--- config.mk ---
export PLATFORM = sky130hd
export DESIGN_NAME = ps2_scancode_decoder_flat
export DESIGN_NICKNAME = d
export VERILOG_FILES = /design/src/rtl/ps2_pkg.sv /design/src/rtl/ps2_scancode_decoder_if.sv /design/src/rtl/ps2_event_fifo.sv /design/src/rtl/ps2_scancode_decoder.sv /design/src/flat_wrapper.sv
export SDC_FILE = /design/constraint.sdc
export NUM_CORES = 1
export LEC_CHECK = 0
export ABC_CLOCK_PERIOD_IN_PS = 2100
export CAP_MARGIN = 20
export CORE_MARGIN = 2
export CORE_UTILIZATION = 55
export CTS_CLUSTER_SIZE = 16
export DETAILED_ROUTE_END_ITERATION = 6
export GPL_TIMING_DRIVEN = 0
export PLACE_DENSITY_LB_ADDON = 0.2
export SKIP_CTS_REPAIR_TIMING = 1
export SLEW_MARGIN = 20
export SYNTH_ARGS = -nofsm -noshare
export SYNTH_HDL_FRONTEND = slang
export SYNTH_SLANG_ARGS = --single-unit
--- constraint.sdc ---
create_clock -name clk -period 2.1 [get_ports clk]
set_input_delay 0.21 -clock clk [delete_from_list [all_inputs] [get_ports clk]]
set_output_delay 0.21 -clock clk [all_outputs]
set_load 0.005 [all_outputs]
--- src/rtl/ps2_pkg.sv ---
// ps2_pkg: shared definitions for the PS/2 scancode decoder.
//   - Set-2 special byte values (prefixes, receiver error markers, control replies)
//   - ps2_event_t: 10-bit key event record {ext, rel, code}
//   - ps2_state_t: fetch/decode FSM encoding
//   - small byte classification helpers
package ps2_pkg;

   localparam logic [7:0] PS2_EXT    = 8'hE0;
   localparam logic [7:0] PS2_REL    = 8'hF0;
   localparam logic [7:0] PS2_PAUSE  = 8'hE1;
   localparam logic [7:0] PS2_ERR    = 8'hFF;
   localparam logic [7:0] PS2_OVR    = 8'h00;
   localparam logic [7:0] PS2_BAT    = 8'hAA;
   localparam logic [7:0] PS2_ACK    = 8'hFA;
   localparam logic [7:0] PS2_RESEND = 8'hFE;
   localparam logic [7:0] PS2_ECHO   = 8'hEE;

   // Pause make is E1 14 77 E1 F0 14 F0 77: seven bytes follow the leading E1.
   localparam logic [2:0] PAUSE_SKIP_LEN = 3'd7;

   typedef struct packed {
      logic       ext;
      logic       rel;
      logic [7:0] code;
   } ps2_event_t;

   typedef enum logic [1:0] {
      IDLE   = 2'd0,
      FETCH  = 2'd1,
      DECODE = 2'd2
   } ps2_state_t;

   function automatic logic is_err_byte(input logic [7:0] b);
      return (b == PS2_ERR) || (b == PS2_OVR);
   endfunction

   // Keyboard replies to host commands; never key events.
   function automatic logic is_ctrl_byte(input logic [7:0] b);
      return (b == PS2_BAT) || (b == PS2_ACK) || (b == PS2_RESEND) || (b == PS2_ECHO);
   endfunction

endpackage

--- src/rtl/ps2_scancode_decoder_if.sv ---
// ps2_scancode_decoder_if: receiver-side and event-side signals of the decoder.
//   rx_q/rx_dsr/rx_rden : byte read handshake with the PS/2 receiver
//   ev_*                : show-ahead key event stream toward the matrix mapper
//   overflow/err_count  : status
// Modports: master = the decoder, slave = its environment.
interface ps2_scancode_decoder_if;
   logic [7:0] rx_q;
   logic       rx_dsr;
   logic       rx_rden;
   logic       ev_valid;
   logic [7:0] ev_code;
   logic       ev_ext;
   logic       ev_release;
   logic       ev_ack;
   logic       overflow;
   logic [3:0] err_count;

   modport master (
      input  rx_q, rx_dsr, ev_ack,
      output rx_rden, ev_valid, ev_code, ev_ext, ev_release, overflow, err_count
   );

   modport slave (
      output rx_q, rx_dsr, ev_ack,
      input  rx_rden, ev_valid, ev_code, ev_ext, ev_release, overflow, err_count
   );
endinterface

--- src/rtl/ps2_event_fifo.sv ---
// ps2_event_fifo: show-ahead synchronous FIFO, depth 2**AW, width W.
//   push/din  : write request (accepted when not full, or when full and popping)
//   pop       : read request (ignored when empty)
//   dout      : head entry, valid while empty=0
//   full/empty: status flags from AW+1 bit wrapping pointers
module ps2_event_fifo #(
   parameter int W  = 10,
   parameter int AW = 2
) (
   input  logic         clk,
   input  logic         reset,
   input  logic         push,
   input  logic [W-1:0] din,
   input  logic         pop,
   output logic [W-1:0] dout,
   output logic         full,
   output logic         empty
);
   localparam int DEPTH = 1 << AW;

   logic [DEPTH-1:0][W-1:0] mem;
   logic [AW:0]             wr_ptr, rd_ptr;
   logic                    rd_en, wr_en;

   assign empty = (wr_ptr == rd_ptr);
   assign full  = (wr_ptr[AW] != rd_ptr[AW]) && (wr_ptr[AW-1:0] == rd_ptr[AW-1:0]);
   assign rd_en = pop && !empty;
   // A pop in the same cycle frees the slot, so a full FIFO still takes the push.
   assign wr_en = push && (!full || rd_en);
   assign dout  = mem[rd_ptr[AW-1:0]];

   always_ff @(posedge clk) begin
      if (reset) begin
         mem    <= '0;   // keeps the head defined (not X) while empty
         wr_ptr <= '0;
         rd_ptr <= '0;
      end else begin
         if (wr_en) begin
            mem[wr_ptr[AW-1:0]] <= din;
            wr_ptr              <= wr_ptr + (AW+1)'(1);
         end
         if (rd_en)
            rd_ptr <= rd_ptr + (AW+1)'(1);
      end
   end
endmodule

--- src/rtl/ps2_scancode_decoder.sv ---
// ps2_scancode_decoder: pulls bytes from the PS/2 receiver and folds Set-2
// prefix sequences (E0, F0, E1 Pause) into single {ext, release, code} events,
// buffered in a show-ahead FIFO.
//   clk, reset : clock, synchronous active-high reset
//   bus.rx_*   : receiver handshake (rx_rden one-cycle strobe, rx_q valid next cycle)
//   bus.ev_*   : head event and ack (pop)
//   bus.overflow  : sticky, an event was dropped on a full FIFO
//   bus.err_count : saturating count of FF/00 bytes
module ps2_scancode_decoder
   import ps2_pkg::*;
#(
   parameter int         FIFO_AW    = 2,
   parameter logic [7:0] PAUSE_CODE = 8'h77
) (
   input  logic                          clk,
   input  logic                          reset,
   ps2_scancode_decoder_if.master        bus
);

   ps2_state_t state_q, state_d;
   logic       ext_q, ext_d;
   logic       rel_q, rel_d;
   logic [2:0] skip_q, skip_d;
   logic [3:0] err_q;
   logic       err_inc;
   logic       ovf_q;
   logic       push, pop, full, empty;
   ps2_event_t push_ev, head;

   // ---------------- fetch/decode FSM ----------------
   always_ff @(posedge clk) begin
      if (reset) state_q <= IDLE;
      else       state_q <= state_d;
   end

   always_comb begin
      state_d = state_q;
      unique case (state_q)
         IDLE:    if (bus.rx_dsr) state_d = FETCH;
         FETCH:   state_d = DECODE;
         DECODE:  state_d = IDLE;
         default: state_d = IDLE;
      endcase
   end

   // Strobe decoded from registered state: one cycle wide, never back to back,
   // and low throughout reset. The receiver loads rx_q on this edge, so rx_q is
   // valid in DECODE.
   assign bus.rx_rden = (state_q == FETCH);

   // ---------------- byte classification ----------------
   always_comb begin
      ext_d   = ext_q;
      rel_d   = rel_q;
      skip_d  = skip_q;
      err_inc = 1'b0;
      push    = 1'b0;
      push_ev = '0;
      if (state_q == DECODE) begin
         if (is_err_byte(bus.rx_q)) begin
            // Errors always resync: drop prefixes and abort any Pause skip.
            ext_d   = 1'b0;
            rel_d   = 1'b0;
            skip_d  = '0;
            err_inc = 1'b1;
         end else if (skip_q != '0) begin
            skip_d = skip_q - 3'd1;
            if (skip_q == 3'd1) begin
               push    = 1'b1;
               push_ev = '{ext: 1'b1, rel: 1'b0, code: PAUSE_CODE};
            end
         end else if (bus.rx_q == PS2_EXT) begin
            ext_d = 1'b1;
         end else if (bus.rx_q == PS2_REL) begin
            rel_d = 1'b1;
         end else if (bus.rx_q == PS2_PAUSE) begin
            ext_d  = 1'b0;
            rel_d  = 1'b0;
            skip_d = PAUSE_SKIP_LEN;
         end else if (is_ctrl_byte(bus.rx_q)) begin
            ext_d = 1'b0;
            rel_d = 1'b0;
         end else begin
            push    = 1'b1;
            push_ev = '{ext: ext_q, rel: rel_q, code: bus.rx_q};
            ext_d   = 1'b0;
            rel_d   = 1'b0;
         end
      end
   end

   always_ff @(posedge clk) begin
      if (reset) begin
         ext_q  <= 1'b0;
         rel_q  <= 1'b0;
         skip_q <= '0;
         err_q  <= '0;
         ovf_q  <= 1'b0;
      end else begin
         ext_q  <= ext_d;
         rel_q  <= rel_d;
         skip_q <= skip_d;
         if (err_inc && (err_q != 4'hF))
            err_q <= err_q + 4'd1;
         // Dropped only when full and no pop frees a slot this cycle.
         if (push && full && !pop)
            ovf_q <= 1'b1;
      end
   end

   // ---------------- event FIFO ----------------
   assign pop = bus.ev_ack && !empty;

   ps2_event_fifo #(
      .W  ($bits(ps2_event_t)),
      .AW (FIFO_AW)
   ) u_fifo (
      .clk   (clk),
      .reset (reset),
      .push  (push),
      .din   (push_ev),
      .pop   (pop),
      .dout  (head),
      .full  (full),
      .empty (empty)
   );

   assign bus.ev_valid   = !empty;
   assign bus.ev_code    = head.code;
   assign bus.ev_ext     = head.ext;
   assign bus.ev_release = head.rel;
   assign bus.overflow   = ovf_q;
   assign bus.err_count  = err_q;

endmodule

--- src/flat_wrapper.sv ---
// flat-port wrapper written by rule: the top's interface ports become plain ports
module ps2_scancode_decoder_flat import ps2_pkg::*;
#(
   parameter int         FIFO_AW    = 2,
   parameter logic [7:0] PAUSE_CODE = 8'h77
)
  (clk, reset, bus_rx_q, bus_rx_dsr, bus_ev_ack, bus_rx_rden, bus_ev_valid, bus_ev_code, bus_ev_ext, bus_ev_release, bus_overflow, bus_err_count);
  ps2_scancode_decoder_if bus_i ();
  input  logic clk;
  input  logic reset;
  input wire logic [$bits(bus_i.rx_q)-1:0] bus_rx_q;
  input wire logic [$bits(bus_i.rx_dsr)-1:0] bus_rx_dsr;
  input wire logic [$bits(bus_i.ev_ack)-1:0] bus_ev_ack;
  output wire logic [$bits(bus_i.rx_rden)-1:0] bus_rx_rden;
  output wire logic [$bits(bus_i.ev_valid)-1:0] bus_ev_valid;
  output wire logic [$bits(bus_i.ev_code)-1:0] bus_ev_code;
  output wire logic [$bits(bus_i.ev_ext)-1:0] bus_ev_ext;
  output wire logic [$bits(bus_i.ev_release)-1:0] bus_ev_release;
  output wire logic [$bits(bus_i.overflow)-1:0] bus_overflow;
  output wire logic [$bits(bus_i.err_count)-1:0] bus_err_count;
  assign bus_i.rx_q = bus_rx_q;
  assign bus_i.rx_dsr = bus_rx_dsr;
  assign bus_i.ev_ack = bus_ev_ack;
  assign bus_rx_rden = bus_i.rx_rden;
  assign bus_ev_valid = bus_i.ev_valid;
  assign bus_ev_code = bus_i.ev_code;
  assign bus_ev_ext = bus_i.ev_ext;
  assign bus_ev_release = bus_i.ev_release;
  assign bus_overflow = bus_i.overflow;
  assign bus_err_count = bus_i.err_count;
  ps2_scancode_decoder #(.FIFO_AW(FIFO_AW), .PAUSE_CODE(PAUSE_CODE)) u_core (.clk(clk), .reset(reset), .bus(bus_i));
endmodule
==> results.ini <==
[sta]
relSlewSlack_pct=66.1
grt_setup_unrepaired=no
max_freq_mhz=490
hold_viol=0
slew_violations=0
tightest_slew_ns=0.504
post-route-period-util_pct=97.1
skew_ns=0.00860
final.min_clock_period_ns=2.04
final-setup-viol-count=0

[worst_setup_path]
r2r_start=u_core.skip_q[1]$_SDFFE_PP0P_
crit_fanout=10
crit_chain=buf_12, mux4_2, clkdlybuf4s50_1
worstRegToRegCells=8
r2r_slack_ns=0.13
setup.worst_path.start=u_core.u_fifo.rd_ptr[0]$_SDFFE_PP0P_
cp.required_ns=1.89
slowest_stage=mux4_2
timing.rr.end=u_core.u_fifo.mem[24]$_SDFFE_PP0P_
end_kind=primary output
max_stage_delay_ns=0.50
worstSetupPathType=reg -> out
arrival_ns=1.83
crit_path_start_kind=register

[floorplan]
coreArea_mm2=0.00514
num_rows=26
die_w_um=77.1
ios=29
initial_core_util_pct=57.2
fp.dieArea_mm2=0.00595
die_y_um=77.1

[layout]
syn2layout_area_growth_pct=25.1
drive_above_1_share_pct=16.8
register_area_mm2=0.00116
fin_area_mm2=0.00368
fillers=420
fin_cells=398
n_antenna_cell=0
nets=344
multi_input_area_mm2=0.00175

[clock_tree]
clkTransAtPathRegs_ns=0.07
cts_made_buffers=9
insertion_delay_ns=0.34
cts-htree-levels=3
cts_tree=built
cts-root-buf=clkbuf_8
clk_path_buf_depth=2
cts_sinks=58

[place]
routabilityCongestion=0.713
port-buffer-count=26
dp_cells=376
placed_area_mm2=0.00329
dp_hpwl_um=4280

[worst_hold_path]
holdPathStages=3
hold_path_class=in -> reg
worstHoldStart=bus_rx_q[4]
hold_end=u_core.rel_q$_SDFFE_PP0P_

[detailed_routing]
antenna_left=0
wirelength_um=6520
vias=2245
drc=0
wl_per_cell_um=16.4
via_per_inst=5.64
drt_iter0_markers=105
dr.pass1.iters=4

[synth]
synth_area_leaders=dfxtp_1, mux2i_1, nand2b_1
avgSynthCellArea_um2=10.5
yosysWarnings=0
synth_area_mm2=0.00294
yosysTopAreaCell=dfxtp_1
synthCells=280
ys_seq_area_share_pct=39.5
syn-num-nets=301
synth_top_area_share_pct=39.5
yosysUniqueCellTypes=44
ys_ff_latch=58

[grt]
grt_pass1_vias=2226
grtUsageTotal_pct=22.9
overflow=0
grt_pass1_wl_um=10500
antenna_found_initial=0
grt_start_max_net_pins=11

[outcome]
status=finished clean

[power]
power_leakage_nw=1.59
p_per_area_mw_per_mm2=687
power_mw=2.53
ir_drop_uv=516

[run]
cap_viol_max_count=0

==> sequential cells by signal, summed over array words and instances, names as in the netlist <==
register / cells
u_core.u_fifo.mem: 40
u_core.ext_q: 1
u_core.u_fifo.wr_ptr: 3
u_core.skip_q: 3
u_core.bus.err_count: 4
u_core.rel_q: 1
u_core.bus.overflow: 1
u_core.state_q: 2
u_core.u_fifo.rd_ptr: 3
==> how the worst max path moves through the flow <==
stage	end	slack (ns)	depth (start not counted)
3_3_place_gp	u_core.u_fifo.mem[24]$_SDFFE_PP0P_	-0.37	7
3_5_place_dp	u_core.u_fifo.mem[24]$_SDFFE_PP0P_	-0.40	7
2_1_floorplan	u_core.u_fifo.mem[24]$_SDFFE_PP0P_	0.20	8
6_report	bus_ev_code[3]	0.06	3
5_1_grt	bus_ev_code[7]	0.002	3
4_1_cts	bus_ev_code[4]	-0.32	3
==> routing by layer <==
metal | wire [um] | up-vias | GRT usage (%)
li1 | - | 1095 | -
met1 | 2970 | 1082 | 27.3
met2 | 3150 | 55 | 39.4
met3 | 280 | 13 | 5.18
met4 | 123 | 0 | 10.2
met5 | 0 | - | 0
==> critical path: cells and delay by family (launching register included) <==
kind                   cells  cell delay [ns]
muxes                      1             0.50
DFF                        1             0.39
buffers and inverters      2             0.60
==> through the flow <==
| stage | TNS (ns) | setup WS, ns | hold slack (ns) | utilization, % |
|---|---|---|---|---|
| after floorplan | 0 | 0.197 | 0.370 | - |
| after global placement | -9.45 | -0.373 | 0.453 | 64.0 |
| after detailed placement | -11.29 | -0.397 | 0.459 | 64.0 |
| after CTS | -3.89 | -0.321 | 0.266 | 68.6 |
| after global routing | 0 | 0.00200 | 0.286 | 71.6 |
| final | 0 | 0.0610 | 0.269 | 71.6 |
==> where the power goes <==
group	leakage [nW]	internal (mW)	switching (mW)	total, mW
clock	0.119	0.763	0.453	1.22
sequential	0.468	1.11	0.00941	1.12
combinational	1.01	0.0947	0.0975	0.192
==> cell usage after synthesis (all sizes together) <==
library cell   n
nand4          3
o21ai          4
nor2          12
mux4          10
nor3           1
nor4b          2
xnor2          2
and2           1
nand3b         1
a311oi         2
a211oi         4
or3            5
dfxtp         58
nor4           5
inv            5
nand3         14
buf            6
clkbuf         8
o2bb2ai        1
mux2           2
nor3b          2
ha             9
o21bai         6
and4b          2
nor2b          5
nand2         10
o21a           2
nand2b        40
o31a           1
a21oi         11
mux2i         38
xor2           5
a31oi          1
or2b           1
and3           1
==> cells in the final DEF, fill, tap and decap left out, types with 7 or more instances in the layout <==
| master | count |
|---|---|
| mux4_2 | 10 |
| clkbuf_1 | 7 |
| nand2_1 | 9 |
| mux2i_1 | 38 |
| nand3_1 | 12 |
| nand2b_1 | 40 |
| ha_1 | 8 |
| nor2_1 | 12 |
| buf_4 | 8 |
| clkdlybuf4s50_1 | 20 |
| a21oi_1 | 11 |
| clkbuf_8 | 12 |
| dfxtp_1 | 57 |
==> area by class of cell <==
class / count / area share, %
Timing Repair Buffer: 33 / 8.91
Clock buffer: 12 / 4.49
Sequential cell: 58 / 31.7
Buffer: 13 / 2.62
Inverter: 5 / 0.510
Multi-Input combinational cell: 203 / 47.4
Clock inverter: 4 / 1.97
Tap cell: 70 / 2.38
==> cell families (layout without fill, tap and decap cells) <==
family | Yosys count | count (layout) | share of synthesized area [%]
AND/OR/NAND/NOR | 105 | 105 | 22.1
XOR/XNOR | 7 | 7 | 2.09
adder cells (fa/ha/maj) | 9 | 9 | 3.83
buffers and inverters | 19 | 67 | 3.40
flip-flops | 58 | 58 | 39.5
multiplexers | 50 | 50 | 21.5
AO/OA/AOI/OAI | 32 | 32 | 7.62
No activity file was read; power rests on OpenSTA's default activity.
